### config.mk
export PLATFORM = sky130hd
export DESIGN_NAME = memory_access_unit_flat
export DESIGN_NICKNAME = d
export VERILOG_FILES = /design/src/rtl/memory_access_unit_if.sv /design/src/rtl/memory_access_unit.sv /design/src/flat_wrapper.sv
export SDC_FILE = /design/constraint.sdc
export NUM_CORES = 1
export LEC_CHECK = 0
export CORE_MARGIN = 5
export CORE_UTILIZATION = 44
export CTS_CLUSTER_SIZE = 25
export DETAILED_ROUTE_END_ITERATION = 8
export GPL_ROUTABILITY_DRIVEN = 0
export PLACE_DENSITY_LB_ADDON = 0.08
export SLEW_MARGIN = 20
export SYNTH_ARGS = -nofsm -noshare
export SYNTH_HDL_FRONTEND = slang
export SYNTH_SLANG_ARGS = --single-unit
### constraint.sdc
create_clock -name clk -period 2.1 [get_ports clk]
set_clock_uncertainty 0.1 [all_clocks]
set_input_delay 0.42 -clock clk [delete_from_list [all_inputs] [get_ports clk]]
set_output_delay 0.42 -clock clk [all_outputs]
set_load 0.02 [all_outputs]
### src/rtl/memory_access_unit_if.sv
// ---------------------------------------------------------------------------
// memory_access_unit_if
//
// Groups every bus of the dual-lane memory stage into one interface:
//   - execute-side bundle: inValid, aluResult1/2, storeData1/2, isLd1/2,
//     isSt1/2, isWb1/2, rd1/2, isBranchTaken1/2, branchPC1/2, and the stall
//     returned upstream
//   - data-memory port: memReq, memWe, memAddr, memWdata, memRdata, memAck
//   - writeback bundle: wbValid, wbEn1/2, wbRd1/2, wbData1/2
//   - fetch redirect: redirect, redirectPC
//   - timeout error flag: memErr
//
// Modports:
//   slave  - the memory access unit itself
//   master - the surroundings (execute stage, data memory, writeback, fetch)
// ---------------------------------------------------------------------------
interface memory_access_unit_if #(
    parameter int ADDR_W = 32
) ();
    // execute -> memory stage
    logic              inValid;
    logic [31:0]       aluResult1;
    logic [31:0]       aluResult2;
    logic [31:0]       storeData1;
    logic [31:0]       storeData2;
    logic              isLd1;
    logic              isLd2;
    logic              isSt1;
    logic              isSt2;
    logic              isWb1;
    logic              isWb2;
    logic [3:0]        rd1;
    logic [3:0]        rd2;
    logic              isBranchTaken1;
    logic              isBranchTaken2;
    logic [31:0]       branchPC1;
    logic [31:0]       branchPC2;
    logic              stall;

    // data-memory port
    logic              memReq;
    logic              memWe;
    logic [ADDR_W-1:0] memAddr;
    logic [31:0]       memWdata;
    logic [31:0]       memRdata;
    logic              memAck;

    // writeback bundle
    logic              wbValid;
    logic              wbEn1;
    logic              wbEn2;
    logic [3:0]        wbRd1;
    logic [3:0]        wbRd2;
    logic [31:0]       wbData1;
    logic [31:0]       wbData2;

    // fetch redirect and error flag
    logic              redirect;
    logic [31:0]       redirectPC;
    logic              memErr;

    modport slave (
        input  inValid, aluResult1, aluResult2, storeData1, storeData2,
               isLd1, isLd2, isSt1, isSt2, isWb1, isWb2, rd1, rd2,
               isBranchTaken1, isBranchTaken2, branchPC1, branchPC2,
               memRdata, memAck,
        output stall, memReq, memWe, memAddr, memWdata,
               wbValid, wbEn1, wbEn2, wbRd1, wbRd2, wbData1, wbData2,
               redirect, redirectPC, memErr
    );

    modport master (
        output inValid, aluResult1, aluResult2, storeData1, storeData2,
               isLd1, isLd2, isSt1, isSt2, isWb1, isWb2, rd1, rd2,
               isBranchTaken1, isBranchTaken2, branchPC1, branchPC2,
               memRdata, memAck,
        input  stall, memReq, memWe, memAddr, memWdata,
               wbValid, wbEn1, wbEn2, wbRd1, wbRd2, wbData1, wbData2,
               redirect, redirectPC, memErr
    );
endinterface

### src/rtl/memory_access_unit.sv
// ---------------------------------------------------------------------------
// memory_access_unit
//
// Dual-lane memory stage behind the dual-issue execute unit. A two-instruction
// bundle is accepted whenever the unit is not busy with memory traffic; the
// bundle's loads/stores are then issued one at a time over a single req/ack
// data-memory port (lane 1 first), and once all of them have completed the
// unit presents a one-cycle writeback bundle. A taken branch in the accepted
// bundle produces a registered one-cycle fetch redirect; a taken branch in
// lane 1 squashes lane 2.
//
// Ports:
//   clk  - clock, all state updates on the rising edge
//   rst  - synchronous reset, active-high
//   bus  - memory_access_unit_if.slave: execute bundle in + stall out,
//          data-memory req/ack port, writeback bundle, redirect, memErr
//
// Parameters:
//   ADDR_W  - data-memory address width (low bits of the ALU result)
//   TIMEOUT - cycles to wait for memAck before aborting an access
//             (only meaningful when MEM_TIMEOUT_EN is defined)
//
// Build option:
//   MEM_TIMEOUT_EN - when defined, an access that sees no memAck within
//                    TIMEOUT cycles is aborted (load returns 0, store is
//                    dropped), the FSM carries on, and memErr latches high
//                    until reset. When undefined the unit waits forever and
//                    memErr is tied low.
// ---------------------------------------------------------------------------
module memory_access_unit #(
    parameter int ADDR_W  = 32,
    parameter int TIMEOUT = 16
) (
    input  logic                clk,
    input  logic                rst,
    memory_access_unit_if.slave bus
);

    typedef enum logic [1:0] {
        IDLE  = 2'd0,
        LANE1 = 2'd1,
        LANE2 = 2'd2,
        DONE  = 2'd3
    } state_t;

    state_t state;
    state_t state_nxt;

    // Bundle held for the duration of its memory phase and writeback
    logic [31:0] alu1_p1;
    logic [31:0] alu2_p1;
    logic [31:0] sdata1_p1;
    logic [31:0] sdata2_p1;
    logic [31:0] ldata1_p1;
    logic [31:0] ldata2_p1;
    logic        ld1_p1;
    logic        ld2_p1;
    logic        we1_p1;
    logic        we2_p1;
    logic        wen1_p1;
    logic        wen2_p1;
    logic        mem2_p1;
    logic [3:0]  rd1_p1;
    logic [3:0]  rd2_p1;
    logic        redirect_p1;
    logic [31:0] redirect_pc_p1;

    logic accept;
    logic in_lane;
    logic in_live2;
    logic in_mem1;
    logic in_mem2;
    logic op_abort;
    logic op_done;

    assign in_lane  = (state == LANE1) || (state == LANE2);
    assign accept   = bus.inValid && !in_lane;

    // Lane 2 only exists architecturally if lane 1 did not branch away
    assign in_live2 = !bus.isBranchTaken1;
    assign in_mem1  = bus.isLd1 || bus.isSt1;
    assign in_mem2  = in_live2 && (bus.isLd2 || bus.isSt2);

    // An access finishes either by acknowledgement or by timeout abort
    assign op_done  = in_lane && (bus.memAck || op_abort);

`ifdef MEM_TIMEOUT_EN
    localparam int CNT_W = $clog2(TIMEOUT + 1);

    logic [CNT_W-1:0] wait_cnt;
    logic             mem_err;

    // Abort on the edge that closes the TIMEOUT-th request cycle without ack
    assign op_abort = in_lane && !bus.memAck &&
                      (wait_cnt == CNT_W'(TIMEOUT - 1));

    // Counter restarts with every new request (each LANE1/LANE2 entry)
    always_ff @(posedge clk) begin
        if (rst || !in_lane || op_done) begin
            wait_cnt <= '0;
        end else begin
            wait_cnt <= wait_cnt + 1'b1;
        end
    end

    always_ff @(posedge clk) begin
        if (rst) begin
            mem_err <= 1'b0;
        end else if (op_abort) begin
            mem_err <= 1'b1;
        end
    end

    assign bus.memErr = mem_err;
`else
    assign op_abort   = 1'b0;
    assign bus.memErr = 1'b0;
`endif

    // Load data returned for an access: zero when the access was aborted
    function automatic logic [31:0] load_result(input logic        abort,
                                                input logic [31:0] rdata);
        return abort ? 32'd0 : rdata;
    endfunction

    // -----------------------------------------------------------------------
    // State register
    // -----------------------------------------------------------------------
    always_ff @(posedge clk) begin
        if (rst) begin
            state <= IDLE;
        end else begin
            state <= state_nxt;
        end
    end

    // -----------------------------------------------------------------------
    // Next state and memory-port / writeback outputs
    // -----------------------------------------------------------------------
    always_comb begin
        state_nxt    = state;
        bus.stall    = 1'b0;
        bus.memReq   = 1'b0;
        bus.memWe    = 1'b0;
        bus.memAddr  = '0;
        bus.memWdata = 32'd0;
        bus.wbValid  = 1'b0;
        bus.wbEn1    = 1'b0;
        bus.wbEn2    = 1'b0;

        unique case (state)
            IDLE, DONE: begin
                // DONE falls back to IDLE unless a new bundle arrives, which
                // gives one bundle per cycle for bundles without memory ops
                if (accept) begin
                    if (in_mem1) begin
                        state_nxt = LANE1;
                    end else if (in_mem2) begin
                        state_nxt = LANE2;
                    end else begin
                        state_nxt = DONE;
                    end
                end else begin
                    state_nxt = IDLE;
                end
                if (state == DONE) begin
                    bus.wbValid = 1'b1;
                    bus.wbEn1   = wen1_p1;
                    bus.wbEn2   = wen2_p1;
                end
            end
            LANE1: begin
                bus.stall    = 1'b1;
                bus.memReq   = 1'b1;
                bus.memWe    = we1_p1;
                bus.memAddr  = alu1_p1[ADDR_W-1:0];
                bus.memWdata = sdata1_p1;
                if (op_done) begin
                    state_nxt = mem2_p1 ? LANE2 : DONE;
                end
            end
            LANE2: begin
                bus.stall    = 1'b1;
                bus.memReq   = 1'b1;
                bus.memWe    = we2_p1;
                bus.memAddr  = alu2_p1[ADDR_W-1:0];
                bus.memWdata = sdata2_p1;
                if (op_done) begin
                    state_nxt = DONE;
                end
            end
            default: begin
                state_nxt = IDLE;
            end
        endcase
    end

    // -----------------------------------------------------------------------
    // Bundle capture at accept, load-data capture at completion, redirect
    // -----------------------------------------------------------------------
    always_ff @(posedge clk) begin
        if (rst) begin
            alu1_p1        <= 32'd0;
            alu2_p1        <= 32'd0;
            sdata1_p1      <= 32'd0;
            sdata2_p1      <= 32'd0;
            ldata1_p1      <= 32'd0;
            ldata2_p1      <= 32'd0;
            ld1_p1         <= 1'b0;
            ld2_p1         <= 1'b0;
            we1_p1         <= 1'b0;
            we2_p1         <= 1'b0;
            wen1_p1        <= 1'b0;
            wen2_p1        <= 1'b0;
            mem2_p1        <= 1'b0;
            rd1_p1         <= 4'd0;
            rd2_p1         <= 4'd0;
            redirect_p1    <= 1'b0;
            redirect_pc_p1 <= 32'd0;
        end else begin
            redirect_p1 <= accept && (bus.isBranchTaken1 || bus.isBranchTaken2);
            if (accept) begin
                alu1_p1        <= bus.aluResult1;
                alu2_p1        <= bus.aluResult2;
                sdata1_p1      <= bus.storeData1;
                sdata2_p1      <= bus.storeData2;
                ld1_p1         <= bus.isLd1;
                ld2_p1         <= bus.isLd2;
                // load wins when both load and store are flagged
                we1_p1         <= bus.isSt1 && !bus.isLd1;
                we2_p1         <= bus.isSt2 && !bus.isLd2;
                wen1_p1        <= bus.isWb1 && !bus.isSt1;
                wen2_p1        <= in_live2 && bus.isWb2 && !bus.isSt2;
                mem2_p1        <= in_mem2;
                rd1_p1         <= bus.rd1;
                rd2_p1         <= bus.rd2;
                redirect_pc_p1 <= bus.isBranchTaken1 ? bus.branchPC1 : bus.branchPC2;
            end
            if (state == LANE1 && op_done && ld1_p1) begin
                ldata1_p1 <= load_result(op_abort, bus.memRdata);
            end
            if (state == LANE2 && op_done && ld2_p1) begin
                ldata2_p1 <= load_result(op_abort, bus.memRdata);
            end
        end
    end

    assign bus.wbRd1      = rd1_p1;
    assign bus.wbRd2      = rd2_p1;
    assign bus.wbData1    = ld1_p1 ? ldata1_p1 : alu1_p1;
    assign bus.wbData2    = ld2_p1 ? ldata2_p1 : alu2_p1;
    assign bus.redirect   = redirect_p1;
    assign bus.redirectPC = redirect_pc_p1;

endmodule

### src/flat_wrapper.sv
// flat-port wrapper written by rule: the top's interface ports become plain ports
module memory_access_unit_flat 
#(
    parameter int ADDR_W  = 32,
    parameter int TIMEOUT = 16
)
  (clk, rst, bus_inValid, bus_aluResult1, bus_aluResult2, bus_storeData1, bus_storeData2, bus_isLd1, bus_isLd2, bus_isSt1, bus_isSt2, bus_isWb1, bus_isWb2, bus_rd1, bus_rd2, bus_isBranchTaken1, bus_isBranchTaken2, bus_branchPC1, bus_branchPC2, bus_memRdata, bus_memAck, bus_stall, bus_memReq, bus_memWe, bus_memAddr, bus_memWdata, bus_wbValid, bus_wbEn1, bus_wbEn2, bus_wbRd1, bus_wbRd2, bus_wbData1, bus_wbData2, bus_redirect, bus_redirectPC, bus_memErr);
  memory_access_unit_if #(.ADDR_W(ADDR_W)) bus_i ();
  input  logic clk;
  input  logic rst;
  input wire logic [$bits(bus_i.inValid)-1:0] bus_inValid;
  input wire logic [$bits(bus_i.aluResult1)-1:0] bus_aluResult1;
  input wire logic [$bits(bus_i.aluResult2)-1:0] bus_aluResult2;
  input wire logic [$bits(bus_i.storeData1)-1:0] bus_storeData1;
  input wire logic [$bits(bus_i.storeData2)-1:0] bus_storeData2;
  input wire logic [$bits(bus_i.isLd1)-1:0] bus_isLd1;
  input wire logic [$bits(bus_i.isLd2)-1:0] bus_isLd2;
  input wire logic [$bits(bus_i.isSt1)-1:0] bus_isSt1;
  input wire logic [$bits(bus_i.isSt2)-1:0] bus_isSt2;
  input wire logic [$bits(bus_i.isWb1)-1:0] bus_isWb1;
  input wire logic [$bits(bus_i.isWb2)-1:0] bus_isWb2;
  input wire logic [$bits(bus_i.rd1)-1:0] bus_rd1;
  input wire logic [$bits(bus_i.rd2)-1:0] bus_rd2;
  input wire logic [$bits(bus_i.isBranchTaken1)-1:0] bus_isBranchTaken1;
  input wire logic [$bits(bus_i.isBranchTaken2)-1:0] bus_isBranchTaken2;
  input wire logic [$bits(bus_i.branchPC1)-1:0] bus_branchPC1;
  input wire logic [$bits(bus_i.branchPC2)-1:0] bus_branchPC2;
  input wire logic [$bits(bus_i.memRdata)-1:0] bus_memRdata;
  input wire logic [$bits(bus_i.memAck)-1:0] bus_memAck;
  output wire logic [$bits(bus_i.stall)-1:0] bus_stall;
  output wire logic [$bits(bus_i.memReq)-1:0] bus_memReq;
  output wire logic [$bits(bus_i.memWe)-1:0] bus_memWe;
  output wire logic [$bits(bus_i.memAddr)-1:0] bus_memAddr;
  output wire logic [$bits(bus_i.memWdata)-1:0] bus_memWdata;
  output wire logic [$bits(bus_i.wbValid)-1:0] bus_wbValid;
  output wire logic [$bits(bus_i.wbEn1)-1:0] bus_wbEn1;
  output wire logic [$bits(bus_i.wbEn2)-1:0] bus_wbEn2;
  output wire logic [$bits(bus_i.wbRd1)-1:0] bus_wbRd1;
  output wire logic [$bits(bus_i.wbRd2)-1:0] bus_wbRd2;
  output wire logic [$bits(bus_i.wbData1)-1:0] bus_wbData1;
  output wire logic [$bits(bus_i.wbData2)-1:0] bus_wbData2;
  output wire logic [$bits(bus_i.redirect)-1:0] bus_redirect;
  output wire logic [$bits(bus_i.redirectPC)-1:0] bus_redirectPC;
  output wire logic [$bits(bus_i.memErr)-1:0] bus_memErr;
  assign bus_i.inValid = bus_inValid;
  assign bus_i.aluResult1 = bus_aluResult1;
  assign bus_i.aluResult2 = bus_aluResult2;
  assign bus_i.storeData1 = bus_storeData1;
  assign bus_i.storeData2 = bus_storeData2;
  assign bus_i.isLd1 = bus_isLd1;
  assign bus_i.isLd2 = bus_isLd2;
  assign bus_i.isSt1 = bus_isSt1;
  assign bus_i.isSt2 = bus_isSt2;
  assign bus_i.isWb1 = bus_isWb1;
  assign bus_i.isWb2 = bus_isWb2;
  assign bus_i.rd1 = bus_rd1;
  assign bus_i.rd2 = bus_rd2;
  assign bus_i.isBranchTaken1 = bus_isBranchTaken1;
  assign bus_i.isBranchTaken2 = bus_isBranchTaken2;
  assign bus_i.branchPC1 = bus_branchPC1;
  assign bus_i.branchPC2 = bus_branchPC2;
  assign bus_i.memRdata = bus_memRdata;
  assign bus_i.memAck = bus_memAck;
  assign bus_stall = bus_i.stall;
  assign bus_memReq = bus_i.memReq;
  assign bus_memWe = bus_i.memWe;
  assign bus_memAddr = bus_i.memAddr;
  assign bus_memWdata = bus_i.memWdata;
  assign bus_wbValid = bus_i.wbValid;
  assign bus_wbEn1 = bus_i.wbEn1;
  assign bus_wbEn2 = bus_i.wbEn2;
  assign bus_wbRd1 = bus_i.wbRd1;
  assign bus_wbRd2 = bus_i.wbRd2;
  assign bus_wbData1 = bus_i.wbData1;
  assign bus_wbData2 = bus_i.wbData2;
  assign bus_redirect = bus_i.redirect;
  assign bus_redirectPC = bus_i.redirectPC;
  assign bus_memErr = bus_i.memErr;
  memory_access_unit #(.ADDR_W(ADDR_W), .TIMEOUT(TIMEOUT)) u_core (.clk(clk), .rst(rst), .bus(bus_i));
endmodule
Yosys cells after proc, flatten, opt, wreduce, memory -nomap -nowiden

Index checks and enable logic that the tools add are counted.

Output and inout bits: 176
Bits in registers: 242
Bits of input ports: 244

Mux-type cells: 20
Equality and inequality tests: 5
Reductions and logical operators: 27

Operators by type and width:

| operator                                                               | count |
|---|---|
| 32-bit case mux with 2 select lines                                    | 2 |
| 32-bit 2-to-1 mux                                                      | 3 |
| 1-bit logical AND                                                      | 13 |
| 1-bit 2-to-1 mux                                                       | 9 |
| 2-bit 2-to-1 mux                                                       | 4 |
| 1-bit zero test                                                        | 6 |
| 2-bit case mux with 3 select lines                                     | 1 |
| 2-bit equality test (second input constant)                            | 2 |
| 1-bit logical OR                                                       | 4 |
| 2-bit by 1-bit != test with 1-bit output (second input constant)       | 2 |
| 2-bit OR reduction                                                     | 2 |
| 2-bit by 1-bit equality test with 1-bit output (second input constant) | 1 |
| 2-bit zero test                                                        | 1 |
| 1-bit case mux with 2 select lines                                     | 1 |
| 2-bit AND reduction                                                    | 1 |

Logic depth before layout (Yosys ltp)

Word-level depth: 6
Mapped depth: 8
Gate-level depth less buffers: 5

Least setup slack after synthesis

OpenSTA, ideal clock, no wires.

Path type: register -> output
Start point: reg u_core.state[0]
End point: out bus_memAddr[10]
Cell stages (with the launch flop): 7
Buffers on the path: 3
Path slack: 0.045 ns
Arrival time: 1.535 ns
Cells stage by stage: dfxtp_1 -> inv_1 -> ha_1 -> buf_6 -> buf_2 -> clkbuf_1 -> nor2_1

Longest elaborated chain between the ends: 2

Ends and longest elaborated chain:

| what                                                                                         | line                      | text |
|---|---|---|
| start, declared                                                                              | memory_access_unit.sv:46  | `state_t state;` |
| start signal, assigned                                                                       | memory_access_unit.sv:133 | `state <= state_nxt;` |
| 2-bit equality test / 2-bit by 1-bit equality test with 1-bit output (equally long branches) | memory_access_unit.sv:151 | `unique case (state)` |
| 32-bit case mux with 2 select lines *                                                        | memory_access_unit.sv:151 |  |
| end, declared                                                                                | flat_wrapper.sv:33        | `output wire logic [$bits(bus_i.memAddr)-1:0] bus_memAddr;` |

Every way passes the cells marked *; elsewhere a longest branch is shown, timed or not.

Final worst setup path

Start point: reg u_core.state[0]
End point: out bus_memWdata[16]

Longest elaborated chain between the ends: 2

Ends and longest elaborated chain:

| what                                                                                         | line                      | text |
|---|---|---|
| 2-bit equality test / 2-bit by 1-bit equality test with 1-bit output (equally long branches) | memory_access_unit.sv:151 |  |
| 32-bit case mux with 2 select lines *                                                        | memory_access_unit.sv:151 |  |
| end, declared                                                                                | flat_wrapper.sv:34        | `output wire logic [$bits(bus_i.memWdata)-1:0] bus_memWdata;` |

Marks and branches as above.

==> results.cfg <==
[outcome]
outcome = finished, violations left
failed_checks = negative setup slack

[synth]
synth-seq-cells = 242
synthCells = 1301
synth_compound_area_frac = 0.184
netlist_cell_types = 36
synth_top_family_by_area = simple AND/OR/NAND/NOR gates
area_of_the_mapped_netlist_um2 = 10600
synthSimpleGateAreaFrac = 0.192
post_synth_fa_ha_maj_area_fraction = 0.00593
synth_sequential_area_ratio = 0.459
synth-warning-count = 0
synth_xor_area_frac = 0
syn_nets = 1550
synth.area.mux_share = 0.0987
syn_area_per_cell_um2 = 8.11

[timing]
layout_min_cycle_time_ps = 2430
period_utilisation_layout = 1.15
worstMarginPinSlew_ps = 584
grt_setup_unrepaired = true
setup_viol = 263
max-slew-margin-rel = 0.611
final-max-slew-violation-count = 0
setup_ws_ps = -325
achievable-frequency_mhz = 412
final_hold_viol_count = 0

[place]
dp_worst_setup_slack_ps = -299
port_buffers = 418
place_area_um2 = 15200
dpl.cell_count = 1971
post-dp-hpwl_um = 26700

[route]
drc = 0
dr.pass1.iters = 5
detail_route.iter0.violations = 833
wirelength_um = 46000
postRouteAntennaNets = 0
route.detailed.vias_per_inst = 5.50
via_count = 11600
routed_wire_length_per_instance_um = 21.8

[global_route]
grt_first_pass_wirelength_um = 60700
gr-usage-all-layers = 0.284
number_of_antenna_violations_at_the_first_check_in_global_routing = 3
first_global_vias = 10900
largest_net_degree_at_the_start_of_global_routing = 73
grt_overflow_total = 0

[cts]
clk_pin_slew_ps = 60
clk_path_buf_depth = 3
clock_tree.root_cell = sky130_fd_sc_hd__clkbuf_16
clock-sinks = 242
worstSkewPairLatency_ps = 540
cts-htree-levels = 1
cts_tree = yes
cts_bufs_inserted = 26

[worst_setup_path]
worst_path_largest_cell_delay_ps = 380
critical_path.slowest_cell = sky130_fd_sc_hd__dfxtp_4
crit_required_ps = 1580
timing.reg2reg.worst_path_depth = 10
worst_setup_path_end_kind = output port
critical_path_peak_fanout = 10
timing.setup.critical_path_class = flip-flop to output port
worst_endpoint_data_arrival_time_ps = 1910
timing.critical_path.from_type = flip-flop
crit_chain = inv_4 -> ha_4 -> buf_12 -> buf_16 -> a22oi_2 -> nor2_1 -> buf_4

[cells_and_area]
areaGrowthSynthToFinish_pct = 76.7
post_route_cells_drive_above_1_share = 0.327
layoutNonFillerInstCount = 2110
final_area_um2 = 18600
nets = 2014

[pwr]
power.ir.vdd_worst_uv = 698
powerDensity_nw_per_um2 = 1200
post-layout-total-power_mw = 22.3
leakagePower_nw = 7.22

[floorplan]
chipWidth_um = 165
die-height_um = 165
die-area_um2 = 27200
floorplan.rows = 56
initial_utilization = 0.448
ios = 420
core_area_um2 = 23500

[job]
drv.max_cap_violation_count = 0

[worst_hold_path]
hold_path.class = input port to flip-flop
worst_hold_path.num_cells = 3
## worst paths after layout
| check | from | slack [ps] | to |
|---|---|---|---|
| max | u_core.state[0]$_SDFFE_PP0P_ | -330 | bus_memWdata[16] |
| min | bus_isBranchTaken1 | 320 | u_core.bus.redirectPC[0]$_SDFFE_PP0P_ |
| max reg2reg | u_core.state[0]$_SDFFE_PP0P_ | -150 | u_core.alu2_p1[28]$_SDFFE_PP0P_ |
| min reg2reg | u_core.ldata2_p1[17]$_SDFFE_PP0P_ | 360 | u_core.ldata2_p1[17]$_SDFFE_PP0P_ |
## metrics by stage
stage                     hold slack, ps  utilization  setup TNS [ps]
after global routing                 337        0.791          -45880
final                                321        0.792          -28730
after floorplan                      327            -               0
after CTS                            308        0.709          -24060
after global placement               339        0.647          -11970
after detailed placement             345        0.647          -14330
## Yosys cell counts (all sizes together)
cell type / count / share of area
and4b: 1 / 0.00095
a21oi: 206 / 0.098
nor2b: 1 / 0.00059
o21ai: 2 / 0.00095
conb: 1 / 0.00036
and2: 1 / 0.00083
nand3: 2 / 0.00095
a211oi: 33 / 0.035
nor3b: 1 / 0.00071
buf: 76 / 0.044
inv: 4 / 0.0014
a22oi: 65 / 0.046
nor2: 102 / 0.036
nor3: 1 / 0.00047
clkbuf: 39 / 0.015
nand4b: 1 / 0.00083
mux2: 64 / 0.068
mux2i: 32 / 0.030
or3: 1 / 0.00059
o311a: 1 / 0.00095
and3: 3 / 0.0018
nand3b: 3 / 0.0021
o21bai: 1 / 0.00071
o31ai: 1 / 0.00071
nand2: 409 / 0.15
ha: 5 / 0.0059
a21boi: 1 / 0.00071
a2bb2oi: 1 / 0.00083
a31oi: 1 / 0.00059
dfxtp: 242 / 0.46
## layout make-up
class | count | area [µm²]
Antenna cell | 6 | 15.0
Clock buffer | 40 | 785
Clock inverter | 8 | 90.1
Fill cell | 1615 | 4900
Inverter | 4 | 21.3
Multi-Input combinational cell | 941 | 6210
Sequential cell | 242 | 4860
Tap cell | 319 | 399
Timing Repair Buffer | 550 | 6260
## state kept, by name (all words and copies together) (netlist names), 2 cells and up
signal                 count
u_core.sdata1_p1          32
u_core.state               2
u_core.bus.wbRd2           4
u_core.ldata2_p1          32
u_core.bus.wbRd1           4
u_core.alu1_p1            32
u_core.bus.redirectPC     32
u_core.ldata1_p1          32
u_core.sdata2_p1          32
u_core.alu2_p1            32
## critical path, delay by kind of cell, from the launching register on
kind | cells | cell delay (ps)
buf+inv | 4 | 510
flops | 1 | 380
fa+ha+maj | 1 | 200
compound gates | 1 | 190
simple gates | 1 | 80
## layer usage
metal,vias up,track usage,wire (µm)
met4,4,0.103,1980
met5,-,0,21
met3,142,0.0691,3960
met2,542,0.490,22500
met1,5591,0.345,17500
li1,5318,-,-
## power by group
part	leakage [nW]	switching, mW	internal, mW	total [mW]
clock	0.436	1.93	2.81	4.74
combinational	4.81	5.77	5.58	11.4
sequential	1.98	0.732	5.48	6.21
## cells by family (layout without fill, tap and decap cells)
family,Yosys count,after routing
other cells,1,7
mux,96,96
compound gates,312,312
buf+inv,119,602
flops,242,242
fa+ha+maj,5,5
simple gates,526,527
## placed cells by master, fill, tap and decap left out, types with 7 or more instances in the layout
| cell type | n |
|---|---|
| sky130_fd_sc_hd__nand2_2 | 9 |
| sky130_fd_sc_hd__buf_16 | 8 |
| sky130_fd_sc_hd__nand2_1 | 375 |
| sky130_fd_sc_hd__mux2_4 | 61 |
| sky130_fd_sc_hd__clkbuf_1 | 7 |
| sky130_fd_sc_hd__nor2_4 | 22 |
| sky130_fd_sc_hd__clkbuf_8 | 7 |
| sky130_fd_sc_hd__mux2i_1 | 32 |
| sky130_fd_sc_hd__buf_2 | 12 |
| sky130_fd_sc_hd__buf_8 | 9 |
| sky130_fd_sc_hd__nand2_4 | 25 |
| sky130_fd_sc_hd__clkbuf_16 | 45 |
| sky130_fd_sc_hd__nor2_1 | 59 |
| sky130_fd_sc_hd__a22oi_1 | 11 |
| sky130_fd_sc_hd__nor2_2 | 21 |
| sky130_fd_sc_hd__buf_12 | 35 |
| sky130_fd_sc_hd__buf_6 | 124 |
| sky130_fd_sc_hd__a211oi_2 | 27 |
| sky130_fd_sc_hd__dfxtp_1 | 238 |
| sky130_fd_sc_hd__clkdlybuf4s50_1 | 281 |
| sky130_fd_sc_hd__a21oi_1 | 169 |
| sky130_fd_sc_hd__a22oi_2 | 54 |
| sky130_fd_sc_hd__a21oi_2 | 37 |
| sky130_fd_sc_hd__buf_4 | 61 |
## what timing repair did
action                                  4_1_cts  5_1_grt
pin swaps                                     9      105
buffers inserted                             34       30
resized for setup                           744      406
endpoints found under the setup margin      167      207
hold buffers                                  0        0
gates cloned                                 11       22
Power figures use the tool's default switching activity.
